[src/rtl/skew_pkg.sv]
// Shared types and width helpers for the skewed tile buffer.
package skew_pkg;

    localparam int unsigned SKEW_DEF_BITS = 8;

    // Row index width for a DIM-row tile.
    function automatic int unsigned rowbits(input int unsigned dim);
        return (dim < 2) ? 1 : $clog2(dim);
    endfunction

    // Beat counter width covering 0..2*DIM-2.
    function automatic int unsigned tbits(input int unsigned dim);
        return $clog2(2 * dim - 1);
    endfunction

    typedef logic signed [SKEW_DEF_BITS-1:0] lane_t;

    typedef enum logic [0:0] {
        SKEW_ROW = 1'b0,
        SKEW_COL = 1'b1
    } skew_mode_e;

    typedef enum logic [1:0] {
        BANK_EMPTY    = 2'd0,
        BANK_FILLING  = 2'd1,
        BANK_FULL     = 2'd2,
        BANK_DRAINING = 2'd3
    } bank_state_e;

endpackage

[src/rtl/skew_bank.sv]
// One DIMxDIM tile store with a row write port and a diagonal skewed read.
module skew_bank
    import skew_pkg::*;
#(
    parameter int unsigned BITS    = 8,
    parameter int unsigned DIM     = 8,
    parameter int unsigned MODE    = 0,
    parameter int unsigned ROWBITS = rowbits(DIM),
    parameter int unsigned TBITS   = tbits(DIM)
) (
    input  logic                          clk,
    input  logic                          we,
    input  logic [ROWBITS-1:0]            row,
    input  logic [DIM-1:0][BITS-1:0]      data,
    input  logic [TBITS-1:0]              t,
    output logic [DIM-1:0][BITS-1:0]      lanes
);

    localparam skew_mode_e ORIENT = (MODE == 1) ? SKEW_COL : SKEW_ROW;
    localparam logic signed [TBITS:0] DIM_S = (TBITS+1)'(DIM);

    logic [DIM-1:0][BITS-1:0] mem_q [DIM];
    logic signed [TBITS:0]    diff;

    // Row storage; contents survive reset and are only reachable once rewritten.
    always_ff @(posedge clk) begin
        if (we) begin
            mem_q[row] <= data;
        end
    end

    // Diagonal read: lane i picks the element whose offset t-i lies inside the tile.
    always_comb begin
        lanes = '0;
        diff  = '0;
        for (int i = 0; i < DIM; i++) begin
            diff = $signed({1'b0, t}) - $signed((TBITS+1)'(i));
            if (!diff[TBITS] && (diff < DIM_S)) begin
                if (ORIENT == SKEW_COL) begin
                    lanes[i] = mem_q[diff[ROWBITS-1:0]][i];
                end else begin
                    lanes[i] = mem_q[i][diff[ROWBITS-1:0]];
                end
            end
        end
    end

endmodule

[src/rtl/skew_tile_buffer.sv]
// Ping-pong tile buffer: loads tiles row by row, streams them back diagonally skewed.
module skew_tile_buffer
    import skew_pkg::*;
#(
    parameter int unsigned BITS = 8,
    parameter int unsigned DIM  = 8,
    parameter int unsigned MODE = 0
) (
    input  logic                     clk,
    input  logic                     rst,
    input  logic                     wr_valid,
    output logic                     wr_ready,
    input  logic [DIM-1:0][BITS-1:0] wr_data,
    output logic                     out_valid,
    input  logic                     out_ready,
    output logic [DIM-1:0][BITS-1:0] out_data,
    output logic                     out_first,
    output logic                     out_last,
    output logic [1:0]               full
);

    localparam int unsigned        ROWBITS  = rowbits(DIM);
    localparam int unsigned        TBITS    = tbits(DIM);
    localparam logic [ROWBITS-1:0] ROW_LAST = ROWBITS'(DIM - 1);
    localparam logic [TBITS-1:0]   T_LAST   = TBITS'(2 * DIM - 2);

    bank_state_e              state_q [2];
    bank_state_e              state_d [2];
    logic                     wr_bank_q, wr_bank_d;
    logic                     rd_bank_q, rd_bank_d;
    logic [ROWBITS-1:0]       wr_row_q, wr_row_d;
    logic [TBITS-1:0]         t_q, t_d;
    logic                     wr_fire, out_fire;
    logic                     wr_last, rd_last;
    logic [DIM-1:0][BITS-1:0] bank_lanes [2];

    // Handshake and status decode; every output depends on registered state only.
    assign full[0]   = (state_q[0] == BANK_FULL) || (state_q[0] == BANK_DRAINING);
    assign full[1]   = (state_q[1] == BANK_FULL) || (state_q[1] == BANK_DRAINING);
    assign wr_ready  = ~full[wr_bank_q];
    assign out_valid = full[rd_bank_q];
    assign wr_fire   = wr_valid & wr_ready;
    assign out_fire  = out_valid & out_ready;
    assign wr_last   = (wr_row_q == ROW_LAST);
    assign rd_last   = (t_q == T_LAST);
    assign out_first = out_valid & (t_q == '0);
    assign out_last  = out_valid & rd_last;
    assign out_data  = out_valid ? bank_lanes[rd_bank_q] : '0;

    // Control state register: bank FSMs, write/read bank pointers, row and beat counters.
    always_ff @(posedge clk) begin
        if (rst) begin
            state_q[0] <= BANK_EMPTY;
            state_q[1] <= BANK_EMPTY;
            wr_bank_q  <= 1'b0;
            rd_bank_q  <= 1'b0;
            wr_row_q   <= '0;
            t_q        <= '0;
        end else begin
            state_q[0] <= state_d[0];
            state_q[1] <= state_d[1];
            wr_bank_q  <= wr_bank_d;
            rd_bank_q  <= rd_bank_d;
            wr_row_q   <= wr_row_d;
            t_q        <= t_d;
        end
    end

    // Next-state: pointer advance on accepted beats, per-bank lifecycle transitions.
    always_comb begin
        state_d   = state_q;
        wr_bank_d = wr_bank_q;
        rd_bank_d = rd_bank_q;
        wr_row_d  = wr_row_q;
        t_d       = t_q;

        if (wr_fire) begin
            wr_row_d = wr_last ? '0 : wr_row_q + 1'b1;
            if (wr_last) begin
                wr_bank_d = ~wr_bank_q;
            end
        end

        if (out_fire) begin
            t_d = rd_last ? '0 : t_q + 1'b1;
            if (rd_last) begin
                rd_bank_d = ~rd_bank_q;
            end
        end

        for (int b = 0; b < 2; b++) begin
            case (state_q[b])
                BANK_EMPTY: begin
                    if (wr_fire && (wr_bank_q == 1'(b))) begin
                        state_d[b] = wr_last ? BANK_FULL : BANK_FILLING;
                    end
                end
                BANK_FILLING: begin
                    if (wr_fire && (wr_bank_q == 1'(b)) && wr_last) begin
                        state_d[b] = BANK_FULL;
                    end
                end
                BANK_FULL: begin
                    if (out_fire && (rd_bank_q == 1'(b))) begin
                        state_d[b] = rd_last ? BANK_EMPTY : BANK_DRAINING;
                    end
                end
                BANK_DRAINING: begin
                    if (out_fire && (rd_bank_q == 1'(b)) && rd_last) begin
                        state_d[b] = BANK_EMPTY;
                    end
                end
                default: state_d[b] = BANK_EMPTY;
            endcase
        end
    end

    // Two tile stores; both see the beat counter, only the write bank sees the write strobe.
    for (genvar g = 0; g < 2; g++) begin : g_bank
        skew_bank #(
            .BITS    (BITS),
            .DIM     (DIM),
            .MODE    (MODE),
            .ROWBITS (ROWBITS),
            .TBITS   (TBITS)
        ) u_bank (
            .clk   (clk),
            .we    (wr_fire && (wr_bank_q == 1'(g))),
            .row   (wr_row_q),
            .data  (wr_data),
            .t     (t_q),
            .lanes (bank_lanes[g])
        );
    end

endmodule

[config.mk]
export PLATFORM = sky130hd
export DESIGN_NAME = skew_tile_buffer
export DESIGN_NICKNAME = d
export VERILOG_FILES = /design/src/rtl/skew_pkg.sv /design/src/rtl/skew_bank.sv /design/src/rtl/skew_tile_buffer.sv
export SDC_FILE = /design/constraint.sdc
export NUM_CORES = 1
export LEC_CHECK = 0
export BUFFER_PORTS_ARGS = -buffer_cell sky130_fd_sc_hd__clkbuf_2
export CORE_MARGIN = 2
export CORE_UTILIZATION = 62
export CTS_CLUSTER_SIZE = 20
export DETAILED_ROUTE_END_ITERATION = 10
export MAX_ROUTING_LAYER = met4
export PLACE_DENSITY = 0.8
export SLEW_MARGIN = 15
export SYNTH_ARGS = -nofsm -noshare
export SYNTH_HDL_FRONTEND = slang
export SYNTH_HIERARCHICAL = 1
export SYNTH_SLANG_ARGS = --single-unit
[constraint.sdc]
create_clock -name clk -period 8.6 [get_ports clk]
set_input_delay 1.72 -clock clk [delete_from_list [all_inputs] [get_ports clk]]
set_output_delay 1.72 -clock clk [all_outputs]
set_load 0.02 [all_outputs]
== Word-level counts from Yosys, hierarchy flattened ==
Memory sizes are Yosys's and may differ from the RTL's.
Index checks and enable logic that the tools add are counted.

* Multiplexer cells: 74
* Bitwise logic cells: 8
* Reductions and logical operators: 31
* Add/sub/neg operators: 9
* Equality and inequality tests: 16
* Order comparisons: 19

{| class="wikitable"
|+ Operators by type and width
! operator !! count
|-
| 8-bit binary-select mux with 3-bit select || 16
|-
| 64-bit two-way mux || 4
|-
| 8-bit two-way mux || 32
|-
| 5-bit less-than comparator (second input constant) || 7
|-
| 3-bit by 4-bit less-than comparator with 1-bit output (second input constant) || 8
|-
| 2-bit two-way mux || 10
|-
| 4-bit by 3-bit subtractor with 5-bit output (second input constant) || 4
|-
| 2-bit one-hot mux with 4 select lines || 2
|-
| 1-bit logical AND || 15
|-
| 2-bit by 1-bit inequality test with 1-bit output (second input constant) || 6
|-
| 4-bit by 2-bit subtractor with 5-bit output (second input constant) || 2
|-
| 2-bit equality test (second input constant) || 4
|-
| 1-bit two-way mux || 8
|-
| 4-bit AND reduction || 2
|-
| 1-bit logical NOT || 7
|-
| 4-bit by 1-bit subtractor with 5-bit output (second input constant) || 1
|-
| 4-bit by 1-bit adder with 4-bit output (second input constant) || 1
|-
| 1-bit AND || 4
|-
| 2-bit by 1-bit equality test with 1-bit output (second input constant) || 2
|-
| 4-bit equality test (second input constant) || 1
|-
| 2-bit logical NOT || 2
|-
| 4-bit logical NOT || 1
|-
| 1-bit by 2-bit less-than comparator with 1-bit output (second input constant) || 2
|-
| 4-bit less-than comparator (second input constant) || 1
|-
| 10 further kinds || 15
|}

* Bits in registers: 13
* Input port bits: 68
* Output and inout port bits: 70
* Logic and storage cells: 165
* Bits in writable memories: 1024
* Memories: 2

{| class="wikitable"
|+ Memory list
! name !! words !! bits a word !! rd ports !! clocked after memory_dff !! wr ports !! RTL line !! source
|-
| g_bank[0].u_bank.mem_q || 8 || 64 || 8 || 0 || 1 || skew_bank.sv:22 || <nowiki>logic [DIM-1:0][BITS-1:0] mem_q [DIM];</nowiki>
|-
| g_bank[1].u_bank.mem_q || 8 || 64 || 8 || 0 || 1 || skew_bank.sv:22 ||
|}

== Logic depth before layout (Yosys ltp) ==
Gate-level depths: netlist (run 1).

* Depth after elaboration: 10
* Mapped depth: 13
* Gate-level depth less buffers: 8

== Cells and area by module ==
The synthesis (run 1) kept the hierarchy.

{| class="wikitable"
|+ Modules (own cells, without submodules)
! module !! area each (um^2) !! times used !! sequential area each (um^2) !! cells each
|-
| skew_bank || 20206.9 || 2 || 15374.7 || 1036
|-
| skew_tile_buffer || 1564.0 || 1 || 220.2 || 213
|}

== Worst setup path before layout (run 1) ==
Ideal clock, no wire load.

* Path kind: input to register
* Start: input wr_valid
* End: memory g_bank[1].u_bank/mem_q[0][0] in the netlist's numbering, enable pin
* Required time: 8035 ps
* Slack: 1678 ps
* Buffers on the path: 0
* Stages: 3
* Data arrival time: 6358 ps
* Setup time: 565 ps
* Path through: and3b_1 nand2b_1 nor3_1

* Cells in the longest elaborated chain, start to end: 4

{| class="wikitable"
|+ Ends and longest elaborated chain
! item !! RTL line !! source
|-
| start, declared || skew_tile_buffer.sv:11 || <nowiki>input logic wr_valid,</nowiki>
|-
| 1-bit AND || skew_tile_buffer.sv:42 || <nowiki>assign wr_fire = wr_valid & wr_ready;</nowiki>
|-
| 1-bit logical AND || skew_tile_buffer.sv:128 || <nowiki>.we (wr_fire && (wr_bank_q == 1'(g))),</nowiki>
|-
| 1-bit two-way mux || skew_bank.sv:27 || <nowiki>if (we) begin</nowiki>
|-
| 1-bit two-way mux (not written as such) || skew_bank.sv:28 || <nowiki>mem_q[row] <= data;</nowiki>
|-
| end, declared || skew_bank.sv:22 ||
|}

Every way passes these cells.

==> results of run 1 <==
==> layout make-up <==
type | instances | area [µm²] | share of cell area
Clock inverter | 55 | 434 | 0.00932
Sequential cell | 1035 | 31000 | 0.665
Antenna cell | 10 | 25.0 | 0.000537
Clock buffer | 127 | 2600 | 0.0559
Tap cell | 873 | 1090 | 0.0235
Inverter | 14 | 52.6 | 0.00113
Multi-Input combinational cell | 1106 | 10300 | 0.221
Timing Repair Buffer | 182 | 1070 | 0.0229
==> cells in the mapped netlist, types with 15 or more instances <==
| cell type | instances | area, µm² |
|---|---|---|
| nor2_1 | 116 | 435 |
| a211oi_1 | 33 | 248 |
| nand2_1 | 80 | 300 |
| mux4_2 | 64 | 1440 |
| a22oi_1 | 32 | 240 |
| buf_4 | 36 | 270 |
| mux2_2 | 193 | 2170 |
| edfxtp_1 | 1024 | 30700 |
| a21oi_1 | 28 | 140 |
| and3_1 | 19 | 119 |
| a221o_1 | 16 | 160 |
| o221ai_1 | 32 | 280 |
| a221oi_1 | 16 | 140 |
| a21boi_1 | 16 | 120 |
| buf_6 | 15 | 169 |
| ha_1 | 20 | 250 |
| clkbuf_1 | 26 | 97.6 |
| nor2b_1 | 34 | 213 |
| buf_2 | 51 | 255 |
| o22ai_1 | 60 | 375 |
| a2111oi_2 | 33 | 495 |
| mux2i_1 | 224 | 2240 |
==> sequential cells by signal, summed over array words and instances (netlist names) <==
signal,count
wr_bank_q,1
g_bank.u_bank/mem_q,1024
state_q,2
t_q,4
rd_bank_q,1
wr_row_q,3
==> cells by family (layout without fill, tap and decap cells) <==
group / count (synthesis) / after routing / synth area share
AO/OA/AOI/OAI: 290 / 290 / 0.0569
XOR/XNOR: 8 / 8 / 0.00346
adder cells (fa/ha/maj): 20 / 20 / 0.00596
buffers and inverters: 144 / 378 / 0.0203
flip-flops: 1035 / 1035 / 0.738
multiplexers: 486 / 486 / 0.141
other: 0 / 10 / 0
AND/OR/NAND/NOR: 302 / 302 / 0.0342
==> through the flow <==
| step | power [mW] | worst slack (ns) | hold WS, ns |
|---|---|---|---|
| detailed placement | 5.92 | 2.30 | 0.572 |
| global placement | 5.91 | 2.40 | 0.521 |
| finish | 9.96 | 1.63 | 0.585 |
| CTS | 9.95 | 1.48 | 0.580 |
| floorplan | 5.75 | 1.68 | 0.499 |
| global route | 10.2 | 1.43 | 0.617 |
==> where the power goes <==
| part | switching (mW) | internal (mW) | total [mW] |
|---|---|---|---|
| logic | 0.190 | 0.0282 | 0.219 |
| registers | 0.0131 | 5.60 | 5.61 |
| clock network | 1.86 | 2.27 | 4.13 |
| total | 2.06 | 7.89 | 9.96 |
==> worst paths after layout <==
check                                  from            to  slack, ns  cells past startpoint
worst max-delay path                 t_q[0]  out_data[40]       1.63                     11
worst min-delay path            wr_row_q[2]   wr_row_q[2]       0.58                      2
worst max register to register       t_q[1]    state_q[1]       5.40                      5
worst min register to register  wr_row_q[2]   wr_row_q[2]       0.58                      2
==> per-layer routing <==
layer / vias up / part of all wire
met5: - / 0
met4: 0 / 0.045
met3: 299 / 0.14
met2: 1829 / 0.46
met1: 12065 / 0.36
li1: 9532 / -
==> layout by cell type, fill, tap and decap left out, drive strengths merged, types with 34 or more instances in the layout <==
cell type,netlist,routed
mux2,193,193
edfxtp,1024,1024
nor2,118,118
nor2b,34,34
mux4,64,64
nand2,84,84
buf,104,45
o22ai,64,64
mux2i,229,229
clkbuf,26,264
clkinv,0,44
==> worst min-delay path: stages (launching register included) <==
cell and delay [ns]:
dfxtp_1 0.36, o21ai_0 0.10, a21oi_1 0.07
==> impl_metrics.toml, run 1 <==
[routing]
wl_per_cell_um = 34.3
firstDrtPassIters = 6
finalWirelength_um = 117000
final_antenna_net_count = 0
drc = 0
viasPerCell = 6.97
drtIter0Drc = 3677
vias = 23725

[floorplanning]
initial_core_util = 0.625
core_area_mm2 = 0.0672
io_pins = 138
die_width_um = 264
rows = 95
die_h_um = 264
die_area_mm2 = 0.0698

[power_and_ir_drop]
power.density_mw_per_mm2 = 214
ir_drop_uv = 200
leakage_nw = 14.3

[run_status]
run_status = "finished clean"

[setup_path]
worstPathCellList = "buf_4 -> inv_2 -> ha_4 -> buf_16 -> buf_12 -> mux2_2 -> o221ai_1 -> nor2_1 -> mux2i_1 -> nor2_1 -> clkbuf_2"
endpoint_kind = "primary output"
criticalPathCategory = "flip-flop to primary output"
cpPeakStageDelay_ns = 0.72
cp.buffers_inverters = 5
crit_top_cell = "nor2_1"
cp_top_family = "buffers and inverters"
worstPathArrival_ns = 5.25
cp.required_ns = 6.88
start_kind = "flip-flop"
worstPathMaxFanout = 74
critPathSlowestCell = "ha_4"

[timing]
slew_violations = 0
tns_ns = 0
clock_skew_ns = 0.0126
finalCritPeriodShare = 0.811
layout_min_cycle_time_ns = 6.97
relSlewSlack = 0.243
max_freq_mhz = 143
worst_pin_slew_ns = 1.11
finalHoldViolCount = 0
rsz0062_at_grt = "false"
setup-violations-final = 0

[finish]
stdcell_area_mm2 = 0.0466
stdcell_count = 3402
syn2layout_area_growth_pct = 10.9
fillers = 4104
drive_gt1_frac = 0.263
final_util = 0.693
nets = 2527

[clock_tree]
cts_tree = "built"
cts.clk_slew.worst_paths_ns = 0.06
cts_buffers = 100
ctsRootBufferMaster = "clkbuf_16"
numClockSinks = 1035
cts_buffer_depth = 3
insertion_delay_ns = 0.67
post_cts_resized = 0
cts_max_level = 3
cts_hold_buffers = 0
postCtsSetupBuffers = 0

[global_routing]
grt.total_usage = 0.345
grt_max_degree = 129
use_met2 = 0.512
grt_pass1_vias = 23251
busiest_layer = "met2"
grt_pass1_wl_um = 163000
met3_usage = 0.0858
antenna_found_initial = 11
overflow = 0
met1_usage = 0.464

[place]
dpl-instance-area_mm2 = 0.0435
dp_hpwl_um = 66200
io_buffer_count = 137
place_congestion = 0.885
dp.cells = 3209

[yosys]
synth_ff_type = "edfxtp_1"
ys_types = 57
synth_seq_cells = 1035
avgSynthCellArea_um2 = 18.4
synth_nets = 2373
synthArstFlopShare = 0
yosysSeqAreaShare = 0.738
synthCells = 2285
yosysWarnings = 6
synth_edf_count = 1024
syn_area_mm2 = 0.0420

[min_path]
min_path_type = "flip-flop to flip-flop"

[flow_run]
drv_cap = 0
Note: power is estimated with default switching activity, not from simulation.
==> run 2, diff against run 1 <==
==> constraint.sdc (replaced) <==
create_clock -name clk -period 6.5 [get_ports clk]
set_input_delay 1.3 -clock clk [delete_from_list [all_inputs] [get_ports clk]]
set_output_delay 1.3 -clock clk [all_outputs]
set_load 0.02 [all_outputs]
==> run 2 against run 1 <==
Compared with the run above:
- sequential power increased by 32%
- cell area increased by 0.17%
- first-iteration DRC count decreased by 7.8%
- critical endpoint is now out_data[47]
- largest cell class unchanged
==> impl_metrics.toml, run 2 (same netlist as run 1, synthesis figures left out) <==
[run_status]
run_status = "finished clean"

[power_and_ir_drop]
p_seq_frac = 0.554
finalPower_mw = 13.4
p_int_mw = 10.7
clockPowerShare = 0.423
leakage_nw = 14.3
power.density_mw_per_mm2 = 287
switching_power_mw = 2.70
switching_share = 0.201
ir_drop_uv = 269
combPwrFrac = 0.023

[finish]
largest_register_ff_count = 1024
largest_register = "g_bank.u_bank/mem_q"
stdcell_area_mm2 = 0.0466
reg.largest.list = "g_bank.u_bank/mem_q: 1024 flops, t_q: 4 flops, wr_row_q: 3 flops"
nets = 2518
final_util = 0.695
layout_commonest_cell = "edfxtp_1"
ff_latch_area_mm2 = 0.0310
syn2layout_area_growth_pct = 11.1
layout_common_cells = "edfxtp_1, mux2i_1, mux2_2, clkbuf_2, nor2_1"
multi_input_area_mm2 = 0.0103
drive_gt1_frac = 0.263
stdcell_count = 3386
fillers = 4094

[global_routing]
grt_pass1_vias = 22904
antenna_found_initial = 10
busiest_layer = "met2"
overflow = 0
met1_usage = 0.457
grt.total_usage = 0.336
grt_max_degree = 109
grt_pass1_wl_um = 160000
met3_usage = 0.0820
use_met2 = 0.509

[clock_tree]
numClockSinks = 1035
post_cts_resized = 0
cts_buffers = 98
cts_buffer_depth = 3
insertion_delay_ns = 0.66
ctsRootBufferMaster = "clkbuf_16"
cts_max_level = 3
postCtsSetupBuffers = 0
cts_tree = "built"
cts_hold_buffers = 0
cts.clk_slew.worst_paths_ns = 0.06

[timing]
worst_pin_slew_ns = 1.25
clock_skew_ns = 0.0348
rsz0062_at_grt = "false"
finalCritPeriodShare = 0.915
whs_ns = 0.597
finalHoldViolCount = 0
layout_min_cycle_time_ns = 5.95
setup_ws_ns = 0.554
tns_ns = 0
max_freq_mhz = 168
relSlewSlack = 0.164
slew_violations = 0
setup-violations-final = 0

[routing]
final_antenna_net_count = 0
drc = 0
drtIter0Drc = 3392
firstDrtPassIters = 6
finalWirelength_um = 113000
viasPerCell = 6.94
vias = 23500
wl_per_cell_um = 33.5

[setup_path]
worstPathMaxFanout = 70
criticalPathCategory = "flip-flop to primary output"
r2r-end = "t_q[1]"
start_kind = "flip-flop"
r2r-start = "t_q[1]"
worstPathArrival_ns = 4.65
crit_start = "t_q[0]"
endpoint_kind = "primary output"
cp.required_ns = 5.20
reg2reg_depth = 4
reg2reg_slack_ns = 3.43

[floorplanning]
initial_core_util = 0.625
rows = 95
io_pins = 138
die_width_um = 264
die_h_um = 264
die_area_mm2 = 0.0698
core_area_mm2 = 0.0672

[min_path]
hold_depth = 1
min_path_type = "flip-flop to flip-flop"
hp-start = "wr_bank_q"
holdPathEnd = "wr_bank_q"

[place]
place_ws_ns = 1.34
dpl-instance-area_mm2 = 0.0434
dp_hpwl_um = 64900
dp.cells = 3202
io_buffer_count = 137
place_congestion = 0.888

[flow_run]
drv_cap = 0
-- run 2: cell count changes in the layout (fill, tap and decap cells not counted), sizes merged --
cell	delta
bufinv	+7
clkinv	+4
clkinvlp	+4
inv	-4
clkbuf	-14
buf	-7
diode	-6
-- run 2: power groups by stage --
stage	clock network [mW]	registers, mW	logic (mW)
6_report	5.67	7.42	0.308
5_1_grt	5.95	7.42	0.308
4_1_cts	5.70	7.42	0.298
3_5_place_dp	0	7.56	0.297
3_3_place_gp	0	7.56	0.288
2_1_floorplan	0	7.56	0.0515
-- run 2: how the worst max path moves through the flow --
stage / end / slack (ns)
2_1_floorplan: g_bank[1].u_bank/mem_q[4][0] / 0.001
3_3_place_gp: out_data[47] / 1.41
3_5_place_dp: out_data[47] / 1.34
4_1_cts: out_data[47] / 0.62
5_1_grt: out_data[47] / 0.44
6_report: out_data[47] / 0.55
-- run 2: critical path, cell delays in order (launching register included) --
cell and delay [ns]:
dfxtp_2 0.56, inv_2 0.39, ha_4 1.06, buf_4 0.50, mux2_2 0.38, o221ai_1 0.20, nor2_1 0.07, mux2i_1 0.52
nor2_1 0.10, clkbuf_2 0.18
-- run 2: routing by layer --
layer | up-vias | wire length (µm)
met3 | 253 | 15700
met1 | 11951 | 40700
met4 | 0 | 3950
met5 | - | 0
li1 | 9494 | -
met2 | 1802 | 53100
-- run 2: layout make-up --
class	instances	area share
multi-input combinational	1106	0.221
antenna	4	0.000215
tap	873	0.0234
timing repair buffer	175	0.0219
clock inverter	66	0.0130
inverter	14	0.00113
clock buffer	113	0.0552
sequential	1035	0.664
